### src/rtl/uart_mmio_pkg.sv
// Shared constants for the memory-mapped UART block: opcodes, register offsets
// and the offset decoder used by the CPU-side read mux and write strobes.
package uart_mmio_pkg;

    localparam logic [3:0] IO_BASE_NIB_DEFAULT = 4'h8;

    localparam logic [5:0] OP_LW  = 6'h23;
    localparam logic [5:0] OP_LB  = 6'h20;
    localparam logic [5:0] OP_LBU = 6'h24;
    localparam logic [5:0] OP_SW  = 6'h2B;
    localparam logic [5:0] OP_SB  = 6'h28;

    localparam logic [7:0] OFF_RX_CTRL = 8'h00;
    localparam logic [7:0] OFF_RX_DATA = 8'h04;
    localparam logic [7:0] OFF_TX_CTRL = 8'h08;
    localparam logic [7:0] OFF_TX_DATA = 8'h0C;
    localparam logic [7:0] OFF_CYCLES  = 8'h10;

    typedef enum logic [2:0] {
        REG_RX_CTRL,
        REG_RX_DATA,
        REG_TX_CTRL,
        REG_TX_DATA,
        REG_CYCLES,
        REG_NONE
    } regSel_t;

    function automatic logic isLoadOp(input logic [5:0] op);
        return (op == OP_LW) || (op == OP_LB) || (op == OP_LBU);
    endfunction

    function automatic logic isStoreOp(input logic [5:0] op);
        return (op == OP_SW) || (op == OP_SB);
    endfunction

    function automatic regSel_t decodeOffset(input logic [7:0] off);
        regSel_t sel;
        case (off)
            OFF_RX_CTRL: sel = REG_RX_CTRL;
            OFF_RX_DATA: sel = REG_RX_DATA;
            OFF_TX_CTRL: sel = REG_TX_CTRL;
            OFF_TX_DATA: sel = REG_TX_DATA;
            OFF_CYCLES:  sel = REG_CYCLES;
            default:     sel = REG_NONE;
        endcase
        return sel;
    endfunction

endpackage

### src/rtl/uart_mmio_ctrl_rx_fifo.sv
// Synchronous receive FIFO; occupancy count is one bit wider than the pointers
// so full and empty are distinguishable without a spare slot.
module uart_rx_fifo #(
    parameter int DEPTH = 8,
    parameter int WIDTH = 8
) (
    input  logic             clk,
    input  logic             reset,
    input  logic             push,
    input  logic             pop,
    input  logic [WIDTH-1:0] din,
    output logic [WIDTH-1:0] head,
    output logic             full,
    output logic             empty
);

    localparam int AW = $clog2(DEPTH);
    localparam logic [AW:0] FULL_COUNT = (AW+1)'(DEPTH);

    logic [WIDTH-1:0] mem [DEPTH];
    logic [AW-1:0]    wrPtr;
    logic [AW-1:0]    rdPtr;
    logic [AW:0]      count;
    logic             doPush;
    logic             doPop;

    assign doPush = push && !full;
    assign doPop  = pop && !empty;
    assign full   = (count == FULL_COUNT);
    assign empty  = (count == '0);
    assign head   = mem[rdPtr];

    always_ff @(posedge clk) begin
        if (reset) begin
            wrPtr <= '0;
            rdPtr <= '0;
            count <= '0;
        end else begin
            if (doPush) wrPtr <= wrPtr + 1'b1;
            if (doPop)  rdPtr <= rdPtr + 1'b1;
            case ({doPush, doPop})
                2'b10:   count <= count + 1'b1;
                2'b01:   count <= count - 1'b1;
                default: count <= count;
            endcase
        end
    end

    // Storage needs no reset: contents are only visible through a nonzero count.
    always_ff @(posedge clk) begin
        if (doPush) mem[wrPtr] <= din;
    end

endmodule

### src/rtl/uart_mmio_ctrl.sv
// Memory-mapped UART controller sitting on the execute stage: decodes I/O loads
// and stores, buffers received bytes, holds one transmit byte, counts cycles.
module uart_mmio_ctrl
    import uart_mmio_pkg::*;
#(
    parameter int         RX_DEPTH    = 8,
    parameter logic [3:0] IO_BASE_NIB = IO_BASE_NIB_DEFAULT
) (
    input  logic        clk,
    input  logic        reset,
    input  logic        stall,
    input  logic [5:0]  opcode_e,
    input  logic [31:0] addr_e,
    input  logic [7:0]  wdata_e,
    output logic        io_sel,
    output logic [31:0] io_rdata,
    output logic        dmem_block,
    output logic [7:0]  uart_din,
    output logic        uart_din_valid,
    input  logic        uart_din_ready,
    input  logic [7:0]  uart_dout,
    input  logic        uart_dout_valid,
    output logic        uart_dout_ready
);

    logic        inIoRegion;
    logic        ioLoad;
    logic        ioStore;
    regSel_t     regSel;
    logic        rxFull;
    logic        rxEmpty;
    logic        rxPush;
    logic        rxPop;
    logic [7:0]  rxHead;
    logic        txFull;
    logic [7:0]  txHold;
    logic [31:0] cycles;
    logic        txAccept;
    logic        txHandshake;
    logic        cyclesClear;
    logic [19:0] unusedAddrBits;

    assign unusedAddrBits = addr_e[27:8];

    assign inIoRegion = (addr_e[31:28] == IO_BASE_NIB);
    assign ioLoad     = isLoadOp(opcode_e) && inIoRegion;
    assign ioStore    = isStoreOp(opcode_e) && inIoRegion;
    assign regSel     = decodeOffset(addr_e[7:0]);

    assign io_sel     = ioLoad;
    assign dmem_block = ioLoad || ioStore;

    assign uart_dout_ready = !rxFull;
    assign rxPush = uart_dout_valid && !rxFull;
    assign rxPop  = ioLoad && (regSel == REG_RX_DATA) && !stall && !rxEmpty;

    // Acceptance uses the pre-edge txFull, so a store racing a handshake is dropped.
    assign txAccept    = ioStore && (regSel == REG_TX_DATA) && !stall && !txFull;
    assign txHandshake = txFull && uart_din_ready;
    assign cyclesClear = ioStore && (regSel == REG_CYCLES) && !stall;

    assign uart_din       = txHold;
    assign uart_din_valid = txFull;

    uart_rx_fifo #(
        .DEPTH(RX_DEPTH),
        .WIDTH(8)
    ) rxFifo (
        .clk  (clk),
        .reset(reset),
        .push (rxPush),
        .pop  (rxPop),
        .din  (uart_dout),
        .head (rxHead),
        .full (rxFull),
        .empty(rxEmpty)
    );

    always_ff @(posedge clk) begin
        if (reset) begin
            txFull <= 1'b0;
            txHold <= '0;
            cycles <= '0;
        end else begin
            if (txAccept) begin
                txHold <= wdata_e;
                txFull <= 1'b1;
            end else if (txHandshake) begin
                txFull <= 1'b0;
            end
            cycles <= cyclesClear ? 32'd0 : cycles + 32'd1;
        end
    end

    always_comb begin
        io_rdata = '0;
        if (ioLoad) begin
            case (regSel)
                REG_RX_CTRL: io_rdata = {31'b0, !rxEmpty};
                REG_RX_DATA: io_rdata = {24'b0, rxEmpty ? 8'h00 : rxHead};
                REG_TX_CTRL: io_rdata = {31'b0, !txFull};
                REG_CYCLES:  io_rdata = cycles;
                default:     io_rdata = '0;
            endcase
        end
    end

endmodule
### config.mk
export PLATFORM = sky130hd
export DESIGN_NAME = uart_mmio_ctrl
export DESIGN_NICKNAME = d
export VERILOG_FILES = /design/src/rtl/uart_mmio_pkg.sv /design/src/rtl/uart_mmio_ctrl_rx_fifo.sv /design/src/rtl/uart_mmio_ctrl.sv
export SDC_FILE = /design/constraint.sdc
export NUM_CORES = 1
export LEC_CHECK = 0
export ABC_AREA = 1
export CAP_MARGIN = 20
export CORE_MARGIN = 3
export CORE_UTILIZATION = 50
export DETAILED_ROUTE_END_ITERATION = 8
export PLACE_DENSITY_LB_ADDON = 0.05
export SYNTH_ARGS = -nofsm -noshare
export SYNTH_HDL_FRONTEND = slang
export SYNTH_SLANG_ARGS = --single-unit
### constraint.sdc
create_clock -name clk -period 2.8 [get_ports clk]
set_input_delay 0.56 -clock clk [delete_from_list [all_inputs] [get_ports clk]]
set_output_delay 0.56 -clock clk [all_outputs]
set_load 0.02 [all_outputs]
==> results.sh, run 1 <==
export IMPL_status="completed"
export IMPL_slew_violations=0
export IMPL_maxSlewHeadroom_pct=65.5
export IMPL_drc=0
export IMPL_crit_path_start_kind="input port"
export IMPL_hold_viol_final=0
export IMPL_pwr_share_comb_pct=4.8
export IMPL_grt_pass1_vias=4889
export IMPL_place_congestion=0.875
export IMPL_diodes=0
export IMPL_end_kind="primary output"
export IMPL_dieWidth_um=114
export IMPL_dpl_cell_area_um2=6990
export IMPL_gr_usage_all_layers_pct=23.1
export IMPL_post_place_ws_ps=-424
export IMPL_hpwlAfterDp_um=10100
export IMPL_numPortBuffers=82
export IMPL_dr_wl_met3_um=820
export IMPL_grt_setup_unrepaired="yes"
export IMPL_drt_iter0_drc=403
export IMPL_ys_seq_elements=118
export IMPL_antenna_found_initial=0
export IMPL_grt_max_degree=33
export IMPL_area_delta_synth_final_pct=29.6
export IMPL_fin_area_um2=7530
export IMPL_p_sw_share_pct=20.2
export IMPL_power_leakage_nw=2.96
export IMPL_fin_ws_ps=93.6
export IMPL_top_layer="met4"
export IMPL_final_common_cell="nand2_1"
export IMPL_cts_root_buf="clkbuf_16"
export IMPL_ys_seq_area_share_pct=51.7
export IMPL_drive_above_1_share_pct=16.8
export IMPL_worst_pin_slew_ps=517
export IMPL_routedWlPerCell_um=14.7
export IMPL_start_util_pct=52.4
export IMPL_switchingPower_mw=0.868
export IMPL_fmaxAchievable_mhz=369
export IMPL_cts_max_level=4
export IMPL_syn_num_nets=773
export IMPL_grt_overflow=0
export IMPL_postRouteAntennaNets=0
export IMPL_num_vias=5116
export IMPL_syn_inst=708
export IMPL_grt_pass1_wl_um=23500
export IMPL_fin_skew_ps=7.49
export IMPL_pin_count=103
export IMPL_yosysWarnings=0
export IMPL_drv_cap=0
export IMPL_yosys_top_cells_area="edfxtp_1 33%, dfxtp_1 19%, nand2_1 12%"
export IMPL_path_class="input port to primary output"
export IMPL_final_cells=978
export IMPL_p_seq_share_pct=43.7
export IMPL_intPower_mw=3.42
export IMPL_wl_met2_um=7060
export IMPL_clk_latency_ps=410
export IMPL_power_share_clock_pct=51.5
export IMPL_clkSinkCount=118
export IMPL_finalSetupViolCount=0
export IMPL_dr_pass1_iters=5
export IMPL_critPathArrivalTime_ps=2150
export IMPL_cts_tree="built"
export IMPL_holdCritPathClass="flop to flop"
export IMPL_required_ps=2240
export IMPL_yosysTopAreaCell="edfxtp_1"
export IMPL_postLayoutCoreUtil_pct=68.0
export IMPL_nets=890
export IMPL_layout_common_cells="191 x nand2_1, 78 x nand3_1, 76 x inv_1, 70 x nor2_1, 64 x edfxtp_1"
export IMPL_period_minus_slack_ps=2710
export IMPL_drt_met1_wl_um=6260
export IMPL_syn_area_per_cell_um2=8.20
export IMPL_ir_worst_vdd_mv=0.405
export IMPL_cp_max_fo=4
export IMPL_viasPerCell=5.23
export IMPL_p_per_area_nw_per_um2=570
export IMPL_fin_crit_sh_pct=96.7
export IMPL_tns_ps=0
export IMPL_synth_distinct_cells=35
export IMPL_die_area_um2=12900
export IMPL_die_y_um=114
export IMPL_placementRows=38
export IMPL_path_clk_slew_ps=50
export IMPL_dp_cells=946
export IMPL_cts_buffers=17
export IMPL_cts_buffer_depth=2
export IMPL_finalWirelength_um=14400
export IMPL_netlist_area_um2=5810
export IMPL_core_um2=11100
export IMPL_synth_top_cell_area_share_pct=33.1
final timing paths:
path	endpoint	startpoint	cells past startpoint	slack [ps]
max reg2reg	rxFifo.count[3]	rxFifo.count[2]	16	460
min reg2reg	cycles[31]	cycles[31]	2	460
min	cycles[31]	cycles[31]	2	460
max	io_rdata[0]	addr_e[2]	10	90
sequential cells by signal (all words and copies together), names as in the netlist, named ones only:
| signal | flops |
|---|---|
| rxFifo.mem | 64 |
| cycles | 32 |
| uart_din | 8 |
| rxFifo.count | 4 |
| rxFifo.rdPtr | 3 |
| rxFifo.wrPtr | 3 |
| uart_din_valid | 1 |
layout make-up:
class | count | area, um^2
Multi-Input combinational cell | 490 | 2470
Inverter | 81 | 307
Fill cell | 895 | 3550
Tap cell | 140 | 175
Timing Repair Buffer | 117 | 966
Clock inverter | 9 | 125
Clock buffer | 23 | 479
Sequential cell | 118 | 3000
kinds of logic (layout without fill, tap and decap cells):
family / count (synthesis) / in the layout / share of synthesized area, %
flip-flops: 118 / 118 / 51.7
XOR/XNOR: 11 / 11 / 1.66
adder cells (fa/ha/maj): 6 / 6 / 1.29
AO/OA/AOI/OAI: 51 / 51 / 4.70
buffers and inverters: 100 / 230 / 7.09
AND/OR/NAND/NOR: 422 / 422 / 33.6
per-layer routing:
layer	vias to the layer above	global-route usage [%]
met4	0	8.23
met2	137	38.2
li1	2560	-
met5	-	0
met1	2399	30.0
met3	20	5.20
stage by stage:
step | hold WS [ps] | total power [mW]
final | 459 | 4.29
after floorplan | 439 | 2.00
after global placement | 447 | 2.10
after detailed placement | 456 | 2.11
after CTS | 463 | 4.31
after global routing | 483 | 4.43
cell usage after synthesis (all sizes together):
cell type / number
edfxtp: 64
nand3b: 1
a21oi: 34
xnor2: 1
clkinv: 1
dfxtp: 54
or2: 2
a21o: 1
nand4: 9
nor3b: 2
nand3: 82
and2: 1
nor2: 81
nand2: 195
o21ai: 16
xor2: 10
inv: 80
ha: 6
nor3: 49
clkbuf: 6
buf: 13
worst max-delay path, cell delays in order:
cell,delay [ps]
clkdlybuf4s50_1,520
buf_4,150
nand2_1,80
nor3_4,200
nand3b_4,180
buf_4,150
inv_1,50
nand2_1,60
inv_1,40
buf_4,150
power by group through the flow:
stage / sequential, mW / combinational [mW] / clock, mW
4_1_cts: 1.88 / 0.204 / 2.24
2_1_floorplan: 1.91 / 0.0906 / 0
6_report: 1.88 / 0.205 / 2.21
5_1_grt: 1.88 / 0.227 / 2.32
3_3_place_gp: 1.91 / 0.196 / 0
3_5_place_dp: 1.91 / 0.201 / 0
timing repair:
item | 4_1_cts | 5_1_grt
endpoints found under the hold margin | 0 | 0
gates resized for setup | 56 | 100
setup buffers | 0 | 0
pin swaps | 0 | 1
hold buffers | 0 | 0
endpoints found under the setup margin | 34 | 34
Note: power is estimated with default switching activity, not from simulation.
==> run 2: changes to the inputs <==
--- a/config.mk
+++ b/config.mk
@@ -10,6 +10,7 @@
 export CORE_MARGIN = 3
 export CORE_UTILIZATION = 50
 export DETAILED_ROUTE_END_ITERATION = 8
+export GPL_TIMING_DRIVEN = 1
 export PLACE_DENSITY_LB_ADDON = 0.05
 export SYNTH_ARGS = -nofsm -noshare
 export SYNTH_HDL_FRONTEND = slang
==> results of run 2 <==
Final layout, timing and power as in run 1 (identical DEF).
